`src/rtl/tl_a_channel_queue.sv`:
```
// tl_a_channel_queue: TileLink-UL A-channel elastic FIFO with
// optional flow-through (FLOW) and pipelined-full (PIPE) modes.
module tl_a_channel_queue #(
  parameter int DEPTH = 2,
  parameter int SRC_W = 1,
  parameter bit FLOW  = 1'b0,
  parameter bit PIPE  = 1'b0
) (
  input  logic                       clock,
  input  logic                       reset_n,
  input  logic                       enq_valid,
  output logic                       enq_ready,
  input  logic [2:0]                 enq_opcode,
  input  logic [2:0]                 enq_param,
  input  logic [3:0]                 enq_size,
  input  logic [SRC_W-1:0]           enq_source,
  input  logic [29:0]                enq_address,
  input  logic [3:0]                 enq_mask,
  input  logic [31:0]                enq_data,
  input  logic                       enq_corrupt,
  output logic                       deq_valid,
  input  logic                       deq_ready,
  output logic [2:0]                 deq_opcode,
  output logic [2:0]                 deq_param,
  output logic [3:0]                 deq_size,
  output logic [SRC_W-1:0]           deq_source,
  output logic [29:0]                deq_address,
  output logic [3:0]                 deq_mask,
  output logic [31:0]                deq_data,
  output logic                       deq_corrupt,
  output logic [$clog2(DEPTH+1)-1:0] count
);

  localparam int PW = (DEPTH > 1) ? $clog2(DEPTH) : 1;
  localparam int CW = $clog2(DEPTH + 1);
  localparam int BW = 3 + 3 + 4 + SRC_W + 30 + 4 + 32 + 1;
  localparam logic [PW-1:0] LAST = PW'(DEPTH - 1);

  logic [BW-1:0] ram [DEPTH];
  logic [PW-1:0] wptr;
  logic [PW-1:0] rptr;
  logic          maybe_full;

  logic [BW-1:0] enq_beat;
  logic [BW-1:0] head_beat;
  logic [BW-1:0] deq_beat;
  logic          ptr_match;
  logic          empty;
  logic          full;
  logic          bypass;
  logic          enq_fire;
  logic          deq_fire;
  logic          do_enq;
  logic          do_deq;
  logic [CW-1:0] diff;

  function automatic logic [PW-1:0] nxt(
    input logic [PW-1:0] p
  );
    return (p == LAST) ? '0 : p + PW'(1);
  endfunction

  assign enq_beat = {
    enq_opcode, enq_param, enq_size,
    enq_source, enq_address, enq_mask,
    enq_data, enq_corrupt
  };

  assign ptr_match = (wptr == rptr);
  assign empty     = ptr_match & ~maybe_full;
  assign full      = ptr_match & maybe_full;
  assign bypass    = FLOW & empty;

  assign enq_ready = reset_n
                   & (~full | (PIPE & deq_ready));

  // flow-through view is masked in reset so no beat leaks out
  assign deq_valid = ~empty
                   | (bypass & reset_n & enq_valid);

  assign head_beat = ram[rptr];
  assign deq_beat  = bypass ? enq_beat : head_beat;

  assign {
    deq_opcode, deq_param, deq_size,
    deq_source, deq_address, deq_mask,
    deq_data, deq_corrupt
  } = deq_beat;

  assign enq_fire = enq_valid & enq_ready;
  assign deq_fire = deq_valid & deq_ready;

  // a bypassed beat never touches storage
  assign do_enq = enq_fire & ~(bypass & deq_ready);
  assign do_deq = deq_fire & ~bypass;

  always_ff @(posedge clock) begin
    if (!reset_n) begin
      wptr       <= '0;
      rptr       <= '0;
      maybe_full <= 1'b0;
    end else begin
      if (do_enq) wptr <= nxt(wptr);
      if (do_deq) rptr <= nxt(rptr);
      if (do_enq != do_deq) maybe_full <= do_enq;
    end
  end

  always_ff @(posedge clock) begin
    if (do_enq) ram[wptr] <= enq_beat;
  end

  assign diff = (wptr >= rptr)
    ? CW'(wptr) - CW'(rptr)
    : CW'(wptr) + CW'(DEPTH) - CW'(rptr);

  assign count = full ? CW'(DEPTH) : diff;

endmodule

```
`config.mk`:
```
export PLATFORM = sky130hd
export DESIGN_NAME = tl_a_channel_queue
export DESIGN_NICKNAME = d
export VERILOG_FILES = /design/src/rtl/tl_a_channel_queue.sv
export SDC_FILE = /design/constraint.sdc
export NUM_CORES = 1
export LEC_CHECK = 0
export CAP_MARGIN = 0
export CORE_MARGIN = 4
export CORE_UTILIZATION = 48
export DETAILED_ROUTE_END_ITERATION = 7
export PLACE_DENSITY = 0.8
export SLEW_MARGIN = 5
export SYNTH_ARGS = -nofsm -noshare
export SYNTH_HDL_FRONTEND = slang
export SYNTH_SLANG_ARGS = --single-unit
```
`constraint.sdc`:
```
create_clock -name clock -period 6.5 [get_ports clock]
set_input_delay 0.975 -clock clock [delete_from_list [all_inputs] [get_ports clock]]
set_output_delay 0.975 -clock clock [all_outputs]
set_load 0.01 [all_outputs]
```
==> flow_summary.ini, run 1 <==
[drt]
wire_per_inst_um = 18.3
vias = 3038
vias_per_cell = 4.85
first_pass_iters = 4
dr_wl_met3_um = 744
totalWireLength_mm = 11.5
drtAntennaViolNets = 0
wl_met2_mm = 5.83
top_layer = met4
wl_met1_mm = 4.76
route.detailed.drc = 0
drt_iter0_drc = 81

[setup_path]
worstPathMaxFanout = 78
startpoint_type = flip-flop
crit_type = reg2out
end_kind = output port
crit_arrival_ps = 2480
worstPathRequired_ps = 5520

[clock_network]
cts_root_buf = clkbuf_16
clock-sinks = 160
path_clk_slew_ps = 60
cts_resized = 0
cts_tree = built
clockBufferDepth = 2
cts_setup_buffers = 0
numCtsBuffers = 17
holdBufCountCts = 0
h-tree-depth = 4
clkLatencyLatePin_ps = 410

[place]
finalWeightedCongestion = 0.724
hpwl_mm = 7.53
dpl_worst_slack_ps = 2770
port_buffers = 163

[hold_path]
hold_class = reg2reg

[timing]
fmax_mhz = 289
rsz0062_at_grt = no
finClkSkew_ps = 14.5
tns_ps = 0
setup_slack_ps = 3040
max_slew_margin_pct = 23.7
drv_slew = 0
fin_crit_ps = 3460
hold_violations = 0
worst_pin_slew_ps = 1140
setup_viol = 0
period_share_pct = 53.2

[synth]
synth_simple_gate_area_share_pct = 0.993
synth-xor-area-share_pct = 0
yosys-top-cells-area = edfxtp_1, mux2_2, mux2_4
synthFlopType = edfxtp_1
syn_area_mm2 = 0.00592
ys_seq_elements = 160
synthAdderAreaFrac_pct = 0.422
synth_top_area_share_pct = 79.1
yosysWarnings = 0
syn_nets = 355
synth_compound_area_share_pct = 0.697
async_flop_share_pct = 0
avgSynthCellArea_um2 = 21.9
yosysMostFrequentCell = edfxtp_1
ys_seq_area_share_pct = 80.4
synthMuxAreaShare_pct = 16.1
synth_commonest_cells = edfxtp_1, mux2_2, mux2_4
synth_top_family_by_area = multiplexers
synth_cell_types = 19
synth_edf_count = 156
syn_inst = 271
yosys.area.top_type = edfxtp_1

[pwr]
power.internal_mw = 1.99
switching_share_pct = 22.8
leakage_nw = 2.79
powerDensity_mw_per_mm2 = 312
finalPower_mw = 2.58
ir_drop_mv = 0.143
seq_power_share_pct = 48.3
switchingPower_mw = 0.588
power_frac_comb_pct = 16.4
clkPwrFrac_pct = 35.3

[grt]
grt.overflow.total = 0
grt_max_degree = 79
grt_antenna_before_repair = 0
grt_pass1_vias = 3304
grt_usage_pct = 16.0
grt_pass1_wl_mm = 17.2

[finish]
fillers = 799
antennaDiodeCount = 0
fin_nets = 530
areaGrowthSynthToFinish_pct = 39.7
drive_above_1_share_pct = 24.4

[floorplanning]
die_h_um = 119
core_mm2 = 0.0121
start_util_pct = 49.1
die_x_um = 119
fp-row-count = 40
die_area_mm2 = 0.0142
pin_count = 164

[status]
outcome = completed

[run]
maxCapViolations = 0
==> per-layer routing <==
layer,up-vias,GRT usage [%]
met5,-,0
met4,0,6.73
met3,11,5.60
met2,120,26.4
met1,1484,19.3
li1,1423,-
==> area by class of cell <==
cell class	count	area (µm²)	share of cell area, %
Clock inverter	13	116	1.41
Timing Repair Buffer	165	1650	19.9
Inverter	3	11.3	0.136
Sequential cell	160	4770	57.6
Multi-Input combinational cell	99	1090	13.2
Clock buffer	19	433	5.23
Tap cell	168	210	2.54
==> logic make-up after synthesis <==
group / count (synthesis)
flip-flops: 160
multiplexers: 78
buffers and inverters: 12
AND/OR/NAND/NOR: 12
AO/OA/AOI/OAI: 7
adder cells (fa/ha/maj): 2
==> worst max-delay path, cell delays in order, from the launching register on <==
cell and delay [ps]:
dfxtp_4 1110, mux2_2 450, clkdlybuf4s50_1 480
==> registers in the layout, indices dropped and copies added (netlist names), named ones only <==
register	cells
ram	156
rptr	1
wptr	1
maybe_full	1
==> per-stage QoR <==
step / util (%) / std cells / area (µm²) / hold slack (ps)
finish: 68.6 / 627 / 8280 / 496
global route: 68.6 / 627 / 8280 / 513
CTS: 68.6 / 627 / 8280 / 493
detailed placement: 64.1 / 595 / 7730 / 482
global placement: 64.1 / 595 / 7730 / 468
floorplan: - / 271 / 5920 / 454
==> power groups by stage <==
stage                     logic, mW  registers [mW]  clock network, mW
after floorplan               0.227            1.23                  0
after global placement        0.419            1.26                  0
after detailed placement      0.425            1.27                  0
after CTS                     0.429            1.25              0.930
after global routing          0.447            1.25              0.977
final                         0.424            1.25              0.910
==> cells in the final DEF, fill, tap and decap left out, drive strengths merged <==
master           n
clkdlybuf4s50  163
edfxtp         156
mux2            78
clkbuf          19
clkinv           9
nand2            5
inv              4
dfxtp            4
o21ai            3
and2             2
nor2             2
ha               2
clkinvlp         2
buf              2
nand3            1
nand2b           1
nand4b           1
a21oi            1
o21bai           1
a21boi           1
o22ai            1
bufinv           1
==> path summary, 6_finish.rpt <==
check             startpoint              end  slack (ps)  cells past startpoint
hold / removal    maybe_full       maybe_full         500                      2
setup reg to reg        wptr       ram[0][76]        3310                      6
setup / recovery   flip-flop  deq_address[26]        3040                      2
hold reg to reg   maybe_full       maybe_full         500                      2
No activity file was read; power rests on OpenSTA's default activity.
==> run 2: changes to the inputs <==
clock period = 3.38 ns   (was 6.5 ns; I/O delays follow)
==> run 2 against run 1 <==
Net effect: design area increased by 1.1%; flip-flop and latch count unchanged; non-clock buffer count increased by 4; wire length decreased by 1.4%; combinational power increased by 110%; critical endpoint is now deq_mask[1]; highest routed layer unchanged.
==> flow_summary.ini, run 2 (same netlist as run 1, synthesis figures left out) <==
[timing]
worst_pin_slew_ps = 577
drv_slew = 0
tns_ps = 0
rsz0062_at_grt = no
max_slew_margin_pct = 61.6
setup_viol = 0
fin_crit_ps = 2700
finClkSkew_ps = 8.33
hold_violations = 0
fmax_mhz = 370
period_share_pct = 80.0

[finish]
final_cell_mix = clkdlybuf4s50_1, edfxtp_1, mux2_2, mux2_4, clkbuf_16
layout.cells.non_filler = 631
antennaDiodeCount = 0
fin_nets = 534
largest_reg_flops = 156
drive_above_1_share_pct = 24.8
areaGrowthSynthToFinish_pct = 41.3
fillers = 791
largest_register = ram
final_common_cell = clkdlybuf4s50_1

[grt]
met2_usage_pct = 26.6
busiest_layer = met2
grt_pass1_vias = 3308
grt_usage_pct = 16.1
grt.overflow.total = 0
grt_max_degree = 45
grt_pass1_wl_mm = 17.4
use_met3_pct = 6.65
globalRouteMet1Util_pct = 19.6
grt_antenna_before_repair = 0

[setup_path]
crit_type = reg2out
crit_chain = buf_12 -> mux2_2 -> clkdlybuf4s50_1
slowest_delay_ps = 550
crit_arrival_ps = 2200
worstPathRequired_ps = 2870
startpoint_type = flip-flop
end_kind = output port
critPathTopFamily = buffers and inverters
slowest_stage = dfxtp_4
path_buf_inv = 2
worstPathMaxFanout = 37

[place]
hpwl_mm = 7.69
placed_cells = 599
port_buffers = 163
finalWeightedCongestion = 0.769

[drt]
vias = 3072
drtAntennaViolNets = 0
wire_per_inst_um = 17.9
first_pass_iters = 4
drt_iter0_drc = 156
vias_per_cell = 4.87
totalWireLength_mm = 11.3
route.detailed.drc = 0

[clock_network]
path_clk_slew_ps = 60
clock-sinks = 160
h-tree-depth = 4
holdBufCountCts = 0
cts_resized = 0
clockBufferDepth = 2
numCtsBuffers = 17
cts_root_buf = clkbuf_16
cts_tree = built
cts_setup_buffers = 0
clkLatencyLatePin_ps = 410

[floorplanning]
start_util_pct = 49.1
die_h_um = 119
die_x_um = 119
core_mm2 = 0.0121
pin_count = 164
fp-row-count = 40
die_area_mm2 = 0.0142

[pwr]
ir_drop_mv = 0.379
powerDensity_mw_per_mm2 = 609
leakage_nw = 2.83
finalPower_mw = 5.09

[hold_path]
hold_class = reg2reg

[run]
maxCapViolations = 0

[status]
outcome = completed
==> run 2: final timing paths <==
kind              startpoint          end  slack, ps  depth (start not counted)
hold reg to reg   maybe_full   maybe_full        490                          2
hold / removal    maybe_full   maybe_full        490                          2
setup reg to reg        wptr   ram[0][40]       1090                          6
setup / recovery   flip-flop  deq_mask[1]        680                          3
==> run 2: cell type report <==
cell class	instances	area [µm²]	share of cell area [%]
clock buffer	19	433	5.17
clock inverter	13	164	1.96
inverter	3	11.3	0.135
multi-input combinational	99	1090	13.1
sequential	160	4770	57.0
tap	168	210	2.51
timing repair buffer	169	1690	20.2
==> run 2: worst reg2reg max path: stages, from the launching register on <==
cell and delay [ps]:
dfxtp_1 410, inv_1 130, ha_1 350, nand2_1 160, nand3_1 220, nor2_4 140, buf_4 490
==> run 2: per-stage QoR <==
step           utilization [%]  worst slack [ps]  instance area, µm²  hold WS, ps
2_1_floorplan                -              -103                5930          454
4_1_cts                   69.4               643                8370          490
5_1_grt                   69.4               591                8370          523
3_3_place_gp              64.4              1040                7770          463
6_report                  69.4               677                8370          494
3_5_place_dp              64.4              1030                7770          481
==> run 2: layer usage <==
| layer | share of wire (%) | vias up |
|---|---|---|
| li1 | - | 1436 |
| met1 | 42 | 1500 |
| met2 | 50 | 127 |
| met3 | 7.5 | 9 |
| met4 | 0.82 | 0 |
| met5 | 0 | - |
==> run 2: report_power, final <==
part           leakage, nW  switching (mW)  total [mW]  internal, mW
Clock                0.279           0.716        1.88          1.16
Combinational         1.09           0.344       0.872         0.528
Sequential            1.46          0.0467        2.34          2.30
==> run 3: changes to the inputs <==
clock period = 2.7 ns   (was 3.38 ns; I/O delays follow)
==> run 3 against run 2 <==
Net effect: global-route usage rose by 0.10 points; die area unchanged; clock-buffer cell count is 1 higher; worst hold slack lost 3.1 ps; combinational power increased by 27%; sequential power up 25%; design area rose by 0.43%; sequential share of layout area down 0.25 points; clock power is 21% higher; clock skew increased by 6.7 ps; flip-flop and latch count is the same; critical endpoint is now enq_ready; highest routed layer is now met5.
==> flow_summary.ini, run 3 (same netlist as run 1, synthesis figures left out) <==
[finish]
antennaDiodeCount = 0
final_core_util_pct = 69.7
final_cell_mix = clkdlybuf4s50_1, edfxtp_1, mux2_2, mux2_4, clkbuf_16
layout.cells.non_filler = 631
finalInstanceArea_mm2 = 0.00841
areaGrowthSynthToFinish_pct = 41.9
drive_above_1_share_pct = 24.8
regArea_mm2 = 0.00477
final_common_cell = clkdlybuf4s50_1
fillers = 785
largest_register = ram
multi_input_area_mm2 = 0.00109
largest_reg_flops = 156
fin_nets = 534

[clock_network]
clockBufferDepth = 2
cts_setup_buffers = 0
clock-sinks = 160
cts_resized = 0
h-tree-depth = 4
holdBufCountCts = 0
clkLatencyLatePin_ps = 410
numCtsBuffers = 17
cts_root_buf = clkbuf_16
cts_tree = built
path_clk_slew_ps = 60

[setup_path]
worstPathMaxFanout = 4
crit_arrival_ps = 2140
startpoint_type = flip-flop
slowest_stage = clkdlybuf4s50_1
worstPathRequired_ps = 2300
crit_type = reg2out
end_kind = output port
slowest_delay_ps = 530
crit_chain = inv_1 -> ha_1 -> nand2_1 -> and2_1 -> clkdlybuf4s50_1

[status]
outcome = completed

[pwr]
ir_drop_mv = 0.470
leakage_nw = 2.83
powerDensity_mw_per_mm2 = 751

[timing]
hold_violations = 0
fmax_mhz = 393
max_slew_margin_pct = 78.5
finClkSkew_ps = 15.1
period_share_pct = 94.3
setup_viol = 0
setup_slack_ps = 154
rsz0062_at_grt = no
drv_slew = 0
fin_crit_ps = 2550
worst_pin_slew_ps = 322

[drt]
vias = 3065
wire_per_inst_um = 17.9
drtAntennaViolNets = 0
vias_per_cell = 4.86
drt_iter0_drc = 167
first_pass_iters = 4
route.detailed.drc = 0
totalWireLength_mm = 11.3

[place]
hpwl_mm = 7.73
finalWeightedCongestion = 0.715
place_area_mm2 = 0.00784
port_buffers = 163
placed_cells = 599
dpl_worst_slack_ps = 610

[grt]
grt_pass1_vias = 3224
grt_pass1_wl_mm = 17.3
grt.overflow.total = 0
grt_max_degree = 41
grt_antenna_before_repair = 1
grt_usage_pct = 16.2

[floorplanning]
core_mm2 = 0.0121
die_area_mm2 = 0.0142
die_h_um = 119
fp-row-count = 40
die_x_um = 119
pin_count = 164
start_util_pct = 49.1

[run]
maxCapViolations = 0

[hold_path]
hold_class = reg2reg
run 3: changes by cell type in the layout (fill, tap and decap cells not counted), sizes merged:
| cell | previous run | this run |
|---|---|---|
| clkinv | 6 | 3 |
| bufinv | 3 | 2 |
| inv | 4 | 6 |
| clkinvlp | 3 | 4 |
| clkbuf | 19 | 20 |
run 3: path summary, 6_finish.rpt:
check,start,end,slack [ps],cells past startpoint
worst max register to register,wptr,ram[0][40],570,6
worst max-delay path,wptr,enq_ready,150,5
worst min-delay path,maybe_full,maybe_full,490,2
worst min register to register,maybe_full,maybe_full,490,2
run 3: cell type report:
class | count | share of cell area [%]
multi-input cells | 99 | 13.0
inverters | 3 | 0.134
clock buffers | 20 | 5.20
well taps | 168 | 2.50
flip-flops and latches | 160 | 56.7
clock inverters | 12 | 1.59
repair buffers | 169 | 20.8
run 3: layer usage:
layer / vias up / global-route usage [%] / part of all wire, %
met1: 1492 / 18.9 / 40
li1: 1437 / - / -
met4: 2 / 6.08 / 1.4
met5: - / 0 / 0.097
met2: 118 / 26.8 / 51
met3: 16 / 6.60 / 8.1
run 3: worst max-delay path, delay by kind of cell, from the launching register on:
kind	cells	cell delay, ps
simple gates	2	280
flops	1	430
buf+inv	2	670
fa+ha+maj	1	350
run 3: metrics by stage:
step                      hold WS, ps  total power, mW  setup TNS, ps
final                             490             6.32              0
after floorplan                   454             3.50        -122210
after global placement            464             4.08              0
after detailed placement          478             4.10              0
after global routing              519             6.55              0
after CTS                         490             6.40              0
run 3: power by group:
part	internal (mW)	leakage [nW]	switching, mW
logic	0.679	1.11	0.432
clock network	1.36	0.265	0.910
registers	2.87	1.46	0.0579
